`src/rtl/mips_pkg.sv`:
```
// Shared definitions for the MIPS front end: instruction field positions, fetch FSM states, default reset PC.
// Latency: none (types and constants only).
// Backpressure: not applicable.
package mips_pkg;

    // Instruction field bit positions
    localparam int OPC_HI   = 31;
    localparam int OPC_LO   = 26;
    localparam int RS_HI    = 25;
    localparam int RS_LO    = 21;
    localparam int RT_HI    = 20;
    localparam int RT_LO    = 16;
    localparam int RD_HI    = 15;
    localparam int RD_LO    = 11;
    localparam int FUNCT_HI = 5;
    localparam int FUNCT_LO = 0;
    localparam int IMM_HI   = 15;
    localparam int IMM_LO   = 0;

    // Fetch FSM: S_DROP means a stale request to the pre-redirect PC is still outstanding
    typedef enum logic {
        S_FETCH = 1'b0,
        S_DROP  = 1'b1
    } fetch_state_t;

    localparam logic [31:0] DEFAULT_RESET_PC = 32'h0000_0000;

endpackage

```
`src/rtl/if_id_stage_if.sv`:
```
// Instruction-memory req/ack port between the fetch unit (master) and memory (slave).
// Latency: a transfer completes at the edge where req and ack are both high.
// Backpressure: memory holds ack low to stall; master keeps addr stable while req is high and ack low.
interface if_id_stage_if;
    logic        imem_req;
    logic [31:0] imem_addr;
    logic        imem_ack;
    logic [31:0] imem_rdata;

    modport master (output imem_req, output imem_addr, input imem_ack, input imem_rdata);
    modport slave  (input imem_req, input imem_addr, output imem_ack, output imem_rdata);
endinterface

```
`src/rtl/if_skid_buf.sv`:
```
// One-entry {inst, pc4} holding register for a word fetched while ID is stalled.
// Latency: 1 cycle from load to valid; unload/clear take effect at the next edge.
// Backpressure: owner must not load while valid (fetch request is low while full).
module if_skid_buf (
    input  logic        clk,
    input  logic        rst,
    input  logic        load,
    input  logic        unload,
    input  logic        clear,
    input  logic [31:0] in_inst,
    input  logic [31:0] in_pc4,
    output logic        valid,
    output logic [31:0] inst,
    output logic [31:0] pc4
);

    // Entry register: reset and clear dominate, then load, then unload
    always_ff @(posedge clk) begin
        if (rst) begin
            valid <= 1'b0;
            inst  <= '0;
            pc4   <= '0;
        end else if (clear) begin
            valid <= 1'b0;
        end else if (load) begin
            valid <= 1'b1;
            inst  <= in_inst;
            pc4   <= in_pc4;
        end else if (unload) begin
            valid <= 1'b0;
        end
    end

endmodule

```
`src/rtl/if_id_stage.sv`:
```
// MIPS fetch unit + IF/ID register: owns PC, drives imem req/ack, slices the captured word into decode fields.
// Latency: fetched word visible in ID the cycle after its ack; fields are slices of the ID register.
// Backpressure: stall holds ID, one extra word parks in the skid buffer and req drops until it drains.
// Optional build macro IF_PERF_CNT_EN adds perf_fetch_cnt / perf_stall_cnt outputs.
module if_id_stage
    import mips_pkg::*;
#(
    parameter logic [31:0] RESET_PC = DEFAULT_RESET_PC
) (
    input  logic                 clk,
    input  logic                 rst,
    input  logic                 stall,
    input  logic                 flush,
    input  logic                 redirect_valid,
    input  logic [31:0]          redirect_pc,
    if_id_stage_if.master        imem,
    output logic                 id_valid,
    output logic [31:0]          id_pc4,
    output logic [31:0]          id_inst,
    output logic [5:0]           id_opcode,
    output logic [4:0]           id_rs,
    output logic [4:0]           id_rt,
    output logic [4:0]           id_rd,
    output logic [5:0]           id_funct,
    output logic [15:0]          id_imm_16
`ifdef IF_PERF_CNT_EN
    ,
    output logic [31:0]          perf_fetch_cnt,
    output logic [31:0]          perf_stall_cnt
`endif
);

    fetch_state_t state;
    logic [31:0]  pc, drop_addr, pc_plus4;
    logic [31:0]  pc_nxt, drop_nxt;
    fetch_state_t state_nxt;
    logic         buf_valid;
    logic [31:0]  buf_inst, buf_pc4;
    logic         fetch_ok;
    logic         id_kill, id_load_mem, id_load_buf;
    logic         buf_load, buf_unload, buf_clear;

    assign pc_plus4        = pc + 32'd4;
    assign imem.imem_req   = !rst && !buf_valid;
    assign imem.imem_addr  = (state == S_DROP) ? drop_addr : pc;
    assign fetch_ok        = imem.imem_req && imem.imem_ack;

    // Next-state decode; priority redirect > flush > stall (reset handled in the registers)
    always_comb begin
        pc_nxt      = pc;
        drop_nxt    = drop_addr;
        state_nxt   = state;
        id_kill     = 1'b0;
        id_load_mem = 1'b0;
        id_load_buf = 1'b0;
        buf_load    = 1'b0;
        buf_unload  = 1'b0;
        buf_clear   = 1'b0;
        if (redirect_valid) begin
            pc_nxt    = redirect_pc;
            id_kill   = 1'b1;
            buf_clear = 1'b1;
            if (state == S_FETCH && imem.imem_req && !imem.imem_ack) begin
                // Old request still in flight: remember its address and eat its data later
                drop_nxt  = pc;
                state_nxt = S_DROP;
            end else if (state == S_DROP && imem.imem_ack) begin
                state_nxt = S_FETCH;
            end
        end else if (state == S_DROP) begin
            if (imem.imem_ack) state_nxt = S_FETCH;
            if (flush) begin
                id_kill   = 1'b1;
                buf_clear = 1'b1;
            end
        end else if (flush) begin
            id_kill   = 1'b1;
            buf_clear = 1'b1;
            if (fetch_ok) pc_nxt = pc_plus4;
        end else if (fetch_ok) begin
            pc_nxt = pc_plus4;
            if (!stall || !id_valid) id_load_mem = 1'b1;
            else                     buf_load    = 1'b1;
        end else if (!stall) begin
            if (buf_valid) begin
                id_load_buf = 1'b1;
                buf_unload  = 1'b1;
            end else begin
                id_kill = 1'b1;
            end
        end
    end

    // PC, FSM state and stale-request address
    always_ff @(posedge clk) begin
        if (rst) begin
            pc        <= RESET_PC;
            drop_addr <= '0;
            state     <= S_FETCH;
        end else begin
            pc        <= pc_nxt;
            drop_addr <= drop_nxt;
            state     <= state_nxt;
        end
    end

    // IF/ID pipeline register; holds when nothing loads or kills it (stall)
    always_ff @(posedge clk) begin
        if (rst) begin
            id_valid <= 1'b0;
            id_inst  <= '0;
            id_pc4   <= '0;
        end else if (id_kill) begin
            id_valid <= 1'b0;
        end else if (id_load_mem) begin
            id_valid <= 1'b1;
            id_inst  <= imem.imem_rdata;
            id_pc4   <= pc_plus4;
        end else if (id_load_buf) begin
            id_valid <= 1'b1;
            id_inst  <= buf_inst;
            id_pc4   <= buf_pc4;
        end
    end

    if_skid_buf u_skid (
        .clk     (clk),
        .rst     (rst),
        .load    (buf_load),
        .unload  (buf_unload),
        .clear   (buf_clear),
        .in_inst (imem.imem_rdata),
        .in_pc4  (pc_plus4),
        .valid   (buf_valid),
        .inst    (buf_inst),
        .pc4     (buf_pc4)
    );

    assign id_opcode = id_inst[OPC_HI:OPC_LO];
    assign id_rs     = id_inst[RS_HI:RS_LO];
    assign id_rt     = id_inst[RT_HI:RT_LO];
    assign id_rd     = id_inst[RD_HI:RD_LO];
    assign id_funct  = id_inst[FUNCT_HI:FUNCT_LO];
    assign id_imm_16 = id_inst[IMM_HI:IMM_LO];

`ifdef IF_PERF_CNT_EN
    // Performance counters: delivered fetches and stalled-with-live-instruction cycles
    always_ff @(posedge clk) begin
        if (rst) begin
            perf_fetch_cnt <= '0;
            perf_stall_cnt <= '0;
        end else begin
            if (id_load_mem || buf_load) perf_fetch_cnt <= perf_fetch_cnt + 32'd1;
            if (stall && id_valid)       perf_stall_cnt <= perf_stall_cnt + 32'd1;
        end
    end
`endif

endmodule
```
`src/flat_wrapper.sv`:
```
// flat-port wrapper written by rule: the top's interface ports become plain ports
module if_id_stage_flat import mips_pkg::*;
#(
    parameter logic [31:0] RESET_PC = DEFAULT_RESET_PC
)
  (clk, rst, stall, flush, redirect_valid, redirect_pc, id_valid, id_pc4, id_inst, id_opcode, id_rs, id_rt, id_rd, id_funct, id_imm_16, imem_imem_req, imem_imem_addr, imem_imem_ack, imem_imem_rdata);
  if_id_stage_if imem_i ();
  input  logic clk;
  input  logic rst;
  input  logic stall;
  input  logic flush;
  input  logic redirect_valid;
  input  logic [31:0] redirect_pc;
  output logic id_valid;
  output logic [31:0] id_pc4;
  output logic [31:0] id_inst;
  output logic [5:0] id_opcode;
  output logic [4:0] id_rs;
  output logic [4:0] id_rt;
  output logic [4:0] id_rd;
  output logic [5:0] id_funct;
  output logic [15:0] id_imm_16;
  output wire logic [$bits(imem_i.imem_req)-1:0] imem_imem_req;
  output wire logic [$bits(imem_i.imem_addr)-1:0] imem_imem_addr;
  input wire logic [$bits(imem_i.imem_ack)-1:0] imem_imem_ack;
  input wire logic [$bits(imem_i.imem_rdata)-1:0] imem_imem_rdata;
  assign imem_imem_req = imem_i.imem_req;
  assign imem_imem_addr = imem_i.imem_addr;
  assign imem_i.imem_ack = imem_imem_ack;
  assign imem_i.imem_rdata = imem_imem_rdata;
  if_id_stage #(.RESET_PC(RESET_PC)) u_core (.clk(clk), .rst(rst), .stall(stall), .flush(flush), .redirect_valid(redirect_valid), .redirect_pc(redirect_pc), .imem(imem_i), .id_valid(id_valid), .id_pc4(id_pc4), .id_inst(id_inst), .id_opcode(id_opcode), .id_rs(id_rs), .id_rt(id_rt), .id_rd(id_rd), .id_funct(id_funct), .id_imm_16(id_imm_16));
endmodule
```
`config.mk`:
```
export PLATFORM = sky130hd
export DESIGN_NAME = if_id_stage_flat
export DESIGN_NICKNAME = d
export VERILOG_FILES = /design/src/rtl/mips_pkg.sv /design/src/rtl/if_id_stage_if.sv /design/src/rtl/if_skid_buf.sv /design/src/rtl/if_id_stage.sv /design/src/flat_wrapper.sv
export SDC_FILE = /design/constraint.sdc
export NUM_CORES = 1
export LEC_CHECK = 0
export CORE_MARGIN = 2
export CORE_UTILIZATION = 35
export CTS_CLUSTER_SIZE = 10
export DETAILED_ROUTE_END_ITERATION = 8
export PLACE_DENSITY = 0.65
export SYNTH_ARGS = -nofsm -noshare
export SYNTH_HDL_FRONTEND = slang
export SYNTH_SLANG_ARGS = --single-unit
export TNS_END_PERCENT = 5
```
`constraint.sdc`:
```
create_clock -name clk -period 2.8 [get_ports clk]
set_clock_uncertainty 0.1 [all_clocks]
set_input_delay 0.56 -clock clk [delete_from_list [all_inputs] [get_ports clk]]
set_output_delay 0.56 -clock clk [all_outputs]
set_load 0.005 [all_outputs]
```
[Word-level counts from Yosys, hierarchy flattened]
Index checks and enable logic that the tools add are counted.
Storage, ports and cells
  memory bits (read-only): 0
  flip-flop bits (word level): 195
  latch bits: 0
  memories: 0
  RAM bits: 0
  logic and storage cells: 76
  output and inout bits: 141
  input port bits: 70
Cells by class
  eq/ne operators: 2
  magnitude comparators: 0
  reductions and logical operators: 20
  shifts and indexed selects: 0
  multiplexer cells: 41
  divide/modulo/power cells: 0
  multiply operators: 0
  bitwise gates (word level): 3
  $add $sub $neg: 1
Operator list (number)
  32-bit 2-to-1 mux: 8
  1-bit 2-to-1 mux: 33
  32-bit by 3-bit adder with 32-bit output (second input constant): 1
  2-bit AND reduction: 4
  2-bit nonzero test: 3
  1-bit logical AND: 5
  1-bit logical NOT: 5
  2-bit OR reduction: 2
  3-bit by 1-bit inequality test with 1-bit output (second input constant): 1
  1-bit inverter: 3
  2-bit inequality test (second input constant): 1
  1-bit logical OR: 1

[Longest topological paths before layout]
  depth in word-level cells: 9
  gate-level depth with buffers: 9
  gate-level depth less buffers: 6

[Hierarchy]
From an unflattened synthesis, not the netlist that was laid out.
Unflattened totals
  cell total of the unflattened synthesis: 1177
  area, all modules: 10147.2 µm²
By module, submodules not included
  if_id_stage: sequential area each 2602.5 µm², cells each 881, area each 6879.1 µm², times used 1
  if_skid_buf: sequential area each 1301.2 µm², cells each 296, area each 3268.1 µm², times used 1

[Worst setup path after synthesis]
OpenSTA, ideal clock, no wires.
  kind: input port to flip-flop
  start: in rst
  end: reg u_core.u_skid.inst[17]
  data required time: 2630 ps
  buffers on the path: 3
  path slack: 397 ps
  setup time: 70 ps
  stages on the path: 7
  arrival time: 2232 ps
  cell sequence: clkbuf_1 > or4b_1 > nor4_2 > buf_2 > buf_2 > nand2_1 > a21oi_1
Between the ends
  longest elaborated chain between the ends: 8
Ends and longest elaborated chain
  start, declared: line flat_wrapper.sv:9  | input logic rst;
  1-bit logical NOT: line if_id_stage.sv:44  | assign imem.imem_req = !rst && !buf_valid;
  1-bit logical AND: line if_id_stage.sv:44
  1-bit logical AND: line if_id_stage.sv:46  | assign fetch_ok = imem.imem_req && imem.imem_ack;
  1-bit 2-to-1 mux: line if_id_stage.sv:80  | end else if (fetch_ok) begin
  1-bit 2-to-1 mux: line if_id_stage.sv:76  | end else if (flush) begin
  1-bit 2-to-1 mux: line if_id_stage.sv:70  | end else if (state == S_DROP) begin
  1-bit 2-to-1 mux: line if_id_stage.sv:59  | if (redirect_valid) begin
  2-bit AND reduction (no line)
  end signal, assigned: line if_skid_buf.sv:27  | inst <= in_inst;
  end, declared: line if_skid_buf.sv:13  | output logic [31:0] inst,
Several ways; a longest one is shown, not always the timed one.
A chain may end at the register's enable or synchronous reset.

[Final worst setup path]
  start: reg u_core.state
  end: out imem_imem_addr[15]
Between the ends
  longest elaborated chain between the ends: 1
Ends and longest elaborated chain
  start, declared: line if_id_stage.sv:33  | fetch_state_t state;
  start signal, assigned: line if_id_stage.sv:103  | state <= state_nxt;
  32-bit 2-to-1 mux: line if_id_stage.sv:45  | assign imem.imem_addr = (state == S_DROP) ? drop_addr : pc;
  end, declared: line flat_wrapper.sv:24  | output wire logic [$bits(imem_i.imem_addr)-1:0] imem_imem_addr;
Every way passes these cells.

==> metrics.log <==
[metrics] status: finished clean
[metrics] CP delay by family, top: buffers and inverters
[metrics] CTS buffer count: 17
[metrics] async set-or-reset flop fraction in the synthesized netlist: 0
[metrics] Synth area leader: dfxtp_1
[metrics] top post-synthesis cells by area: dfxtp_1, nand2_1, a21oi_1
[metrics] Filler cells: about 2400
[metrics] Total Power: 6.03 mW
[metrics] tightest slew margin relative to the limit: 0.240
[metrics] critical path cell sequence: buf_12, mux2_2, clkdlybuf4s50_1
[metrics] GRT overflow: 0
[metrics] TritonCTS clock tree: built
[metrics] max incr delay on CP: 0.45 ns
[metrics] Final Net Count: 1348
[metrics] detailed placement HPWL: ~18000 um
[metrics] Hold Vio Cnt, Final: 0
[metrics] highest clock frequency the design can meet: 382 MHz
[metrics] horizontal extent of the die: about 170 um
[metrics] antenna violation net count after detailed routing: 0
[metrics] Post-Syn Nets: approximately 1200
[metrics] final clock period utilization by the worst path: 0.936
[metrics] instance area after placement: approximately 0.011 sq mm
[metrics] number of diodes: 0
[metrics] area occupied by multi-input gates: between 0.004 and 0.005 sq mm
[metrics] Final Routed Wirelength: around 26000 um
[metrics] number of DRC violations after detailed routing: 0
[metrics] count of final max-slew check failures: 0
[metrics] slack of the critical path: 0.180 ns
[metrics] sum of negative setup slack: 0 ns
[metrics] worst slack on hold paths: approximately 0.35 ns
[metrics] start-to-end type of the worst setup path: flip-flop to output port
[metrics] CTS Hold Bufs: 0
[metrics] largest net degree at the start of global routing: approximately 110
[metrics] final weighted congestion of routability-driven global placement: between 0.8 and 0.9
[metrics] unrepaired setup endpoints after global routing: false
[metrics] overall via count from detail_route: roughly 8000
[metrics] height of the chip: between 150 and 200 um
[metrics] syn_area_per_cell: approximately 8 sq um
[metrics] number of H-tree branching levels: 4
[metrics] global routing usage summed across all routing layers: 0.187
[metrics] area of the core region: between 0.02 and 0.03 sq mm
[metrics] starting utilization of the core area: 0.359
[metrics] die outline area: about 0.027 sq mm
[metrics] count of flip-flops with a built-in enable after synthesis: 0
[metrics] clock root buffer: clkbuf_16
[metrics] CP Max Fanout: 36
[metrics] worst slack at placement: -0.0571 ns
[metrics] endpoint class of the critical path: output port
[metrics] area occupied by registers: just under 0.004 sq mm
[metrics] number of violations of the max-capacitance limit: 0
[metrics] Primary FF master, synth: dfxtp_1
[metrics] static leakage power: between 3 and 4 nW
[metrics] dominant cell by count in the synthesized netlist: nand2_1
[metrics] final standard cell area without fillers: around 0.012 sq mm
[metrics] initial antenna violation count: 0
[metrics] fraction of layout cells with a size suffix above 1: 0.104
[metrics] deepest clock path buffer count: 2
[metrics] wire per inst: about 16 um
[metrics] number of different library cells in the post-synthesis netlist: 48
[metrics] summed instance area of the synthesized netlist: 0.00908 sq mm
[metrics] total power per unit cell area: 504 mW/mm^2
[metrics] wire length of the first global-routing pass: just over 40000 um
[metrics] Layout Area Growth over Synthesis: 31.7%
[metrics] ratio of routed vias to standard cells: around 5.1
[metrics] worst endpoint data arrival time: approximately 2 ns
[metrics] transition time at the pin with the least slew margin: 1.14 ns
[metrics] flop2flop setup slack: between 0.3 and 0.4 ns
[metrics] Hold/Removal Path Class: flip-flop to flip-flop
[metrics] Setup Viol. Count Final: 0
[metrics] number of buffer cells added on primary ports: 210
[metrics] count of state elements after synthesis: slightly below 200
[metrics] maximum ir drop on the vdd rail: approximately 0.30 mV
[metrics] minimum period implied by the final worst setup slack: roughly 2.6 ns
[metrics] data required time of the worst path: between 2 and 2.5 ns
[metrics] Commonest cells post-synth: nand2_1, dfxtp_1, a21oi_1
[metrics] via count of the first global-routing pass: between 7000 and 8000
[metrics] fraction of the yosys area taken by sequential cells: 0.430
[metrics] area share of the leading cell type in the synthesized netlist: 0.430
[metrics] cell count after synthesis: 1145
[metrics] first-pass iteration count of the detailed router: 5
[metrics] # clock sinks: slightly below 200
[metrics] number of buffers and inverters on the critical path: 2
[metrics] Iteration-0 DRC Markers: approximately 640
[metrics] clock insertion delay at the later pin of the skew report: roughly 0.44 ns
[metrics] number of warnings issued by yosys: 0
[metrics] I/O pin cnt: between 200 and 250
[metrics] type of origin of the critical path: flip-flop
[metrics] Crit-path slowest cell: clkdlybuf4s50_1
[metrics] site row count: just under 60
[metrics] clock-pin slew reported for the worst setup and hold paths after clock tree synthesis: roughly 0.070 ns
==> power by group <==
group          internal [mW]  switching [mW]  leakage, nW
registers               2.84          0.0631         1.58
logic                  0.383           0.329         2.11
clock network           1.26            1.15        0.278
total                   4.49            1.54         3.97
==> cell families after synthesis <==
group,Yosys count,synth area share
DFF,195,0.430
buffers and inverters,155,0.0858
and+or+nand+nor,490,0.230
muxes,37,0.0448
adders and majority gates,1,0.00138
xor gates and xnor gates,53,0.0511
AOI/OAI and AO/OA,214,0.157
==> sequential cells by signal, summed over array words and instances (netlist names) <==
signal	cells
u_core.u_skid.inst	32
u_core.id_pc4	32
u_core.state	1
u_core.u_skid.valid	1
u_core.id_valid	1
u_core.id_inst	32
u_core.u_skid.pc4	32
u_core.drop_addr	32
u_core.pc	32
==> per-stage QoR <==
stage | utilization | cells
finish | 0.472 | 1620
global route | 0.472 | 1620
CTS | 0.472 | 1620
detailed placement | 0.450 | 1588
global placement | 0.450 | 1588
floorplan | - | 1145
==> layer usage <==
metal | track usage | share of wire
met1 | 0.266 | 0.48
met2 | 0.291 | 0.45
met3 | 0.0375 | 0.054
met4 | 0.0419 | 0.0080
met5 | 0 | 0
==> tightest hold or removal path, delay by kind of cell, from the launching register on <==
kind            cells  cell delay [ns]
compound gates      1             0.05
flops               1             0.31
simple gates        1             0.05
==> layout by cell type (no fill, tap or decap), drive strengths merged, types with 5 or more instances in the layout <==
cell,instances
xnor2,29
mux2,29
o21ai,7
buf,54
xor2,24
a211oi,31
inv,13
a221oi,14
nor4,13
mux2i,8
clkbuf,18
nand2,304
nand4,14
a311oi,50
a21oi,105
dfxtp,195
clkdlybuf4s50,209
nor2,105
nand3,16
or3,5
nor3,12
==> final cells by class <==
type | count | area share
Multi-Input combinational cell | 795 | 0.371
Clock inverter | 14 | 0.0118
Tap cell | 330 | 0.0345
Sequential cell | 195 | 0.326
Timing Repair Buffer | 263 | 0.218
Inverter | 5 | 0.00157
Clock buffer | 18 | 0.0359
==> repair_timing <==
action                     in CTS  in global routing
setup endpoints to repair       0                 24
resized for setup               0                  1
buffers inserted                0                  0
==> worst paths after layout <==
check,from,endpoint,cells after the start
setup / recovery,u_core.state,imem_imem_addr[15],3
setup reg to reg,u_core.pc[2],u_core.pc[31],5
hold / removal,u_core.u_skid.pc4[3],u_core.u_skid.pc4[3],2
hold reg to reg,u_core.u_skid.pc4[3],u_core.u_skid.pc4[3],2
Note: power is estimated with default switching activity, not from simulation.
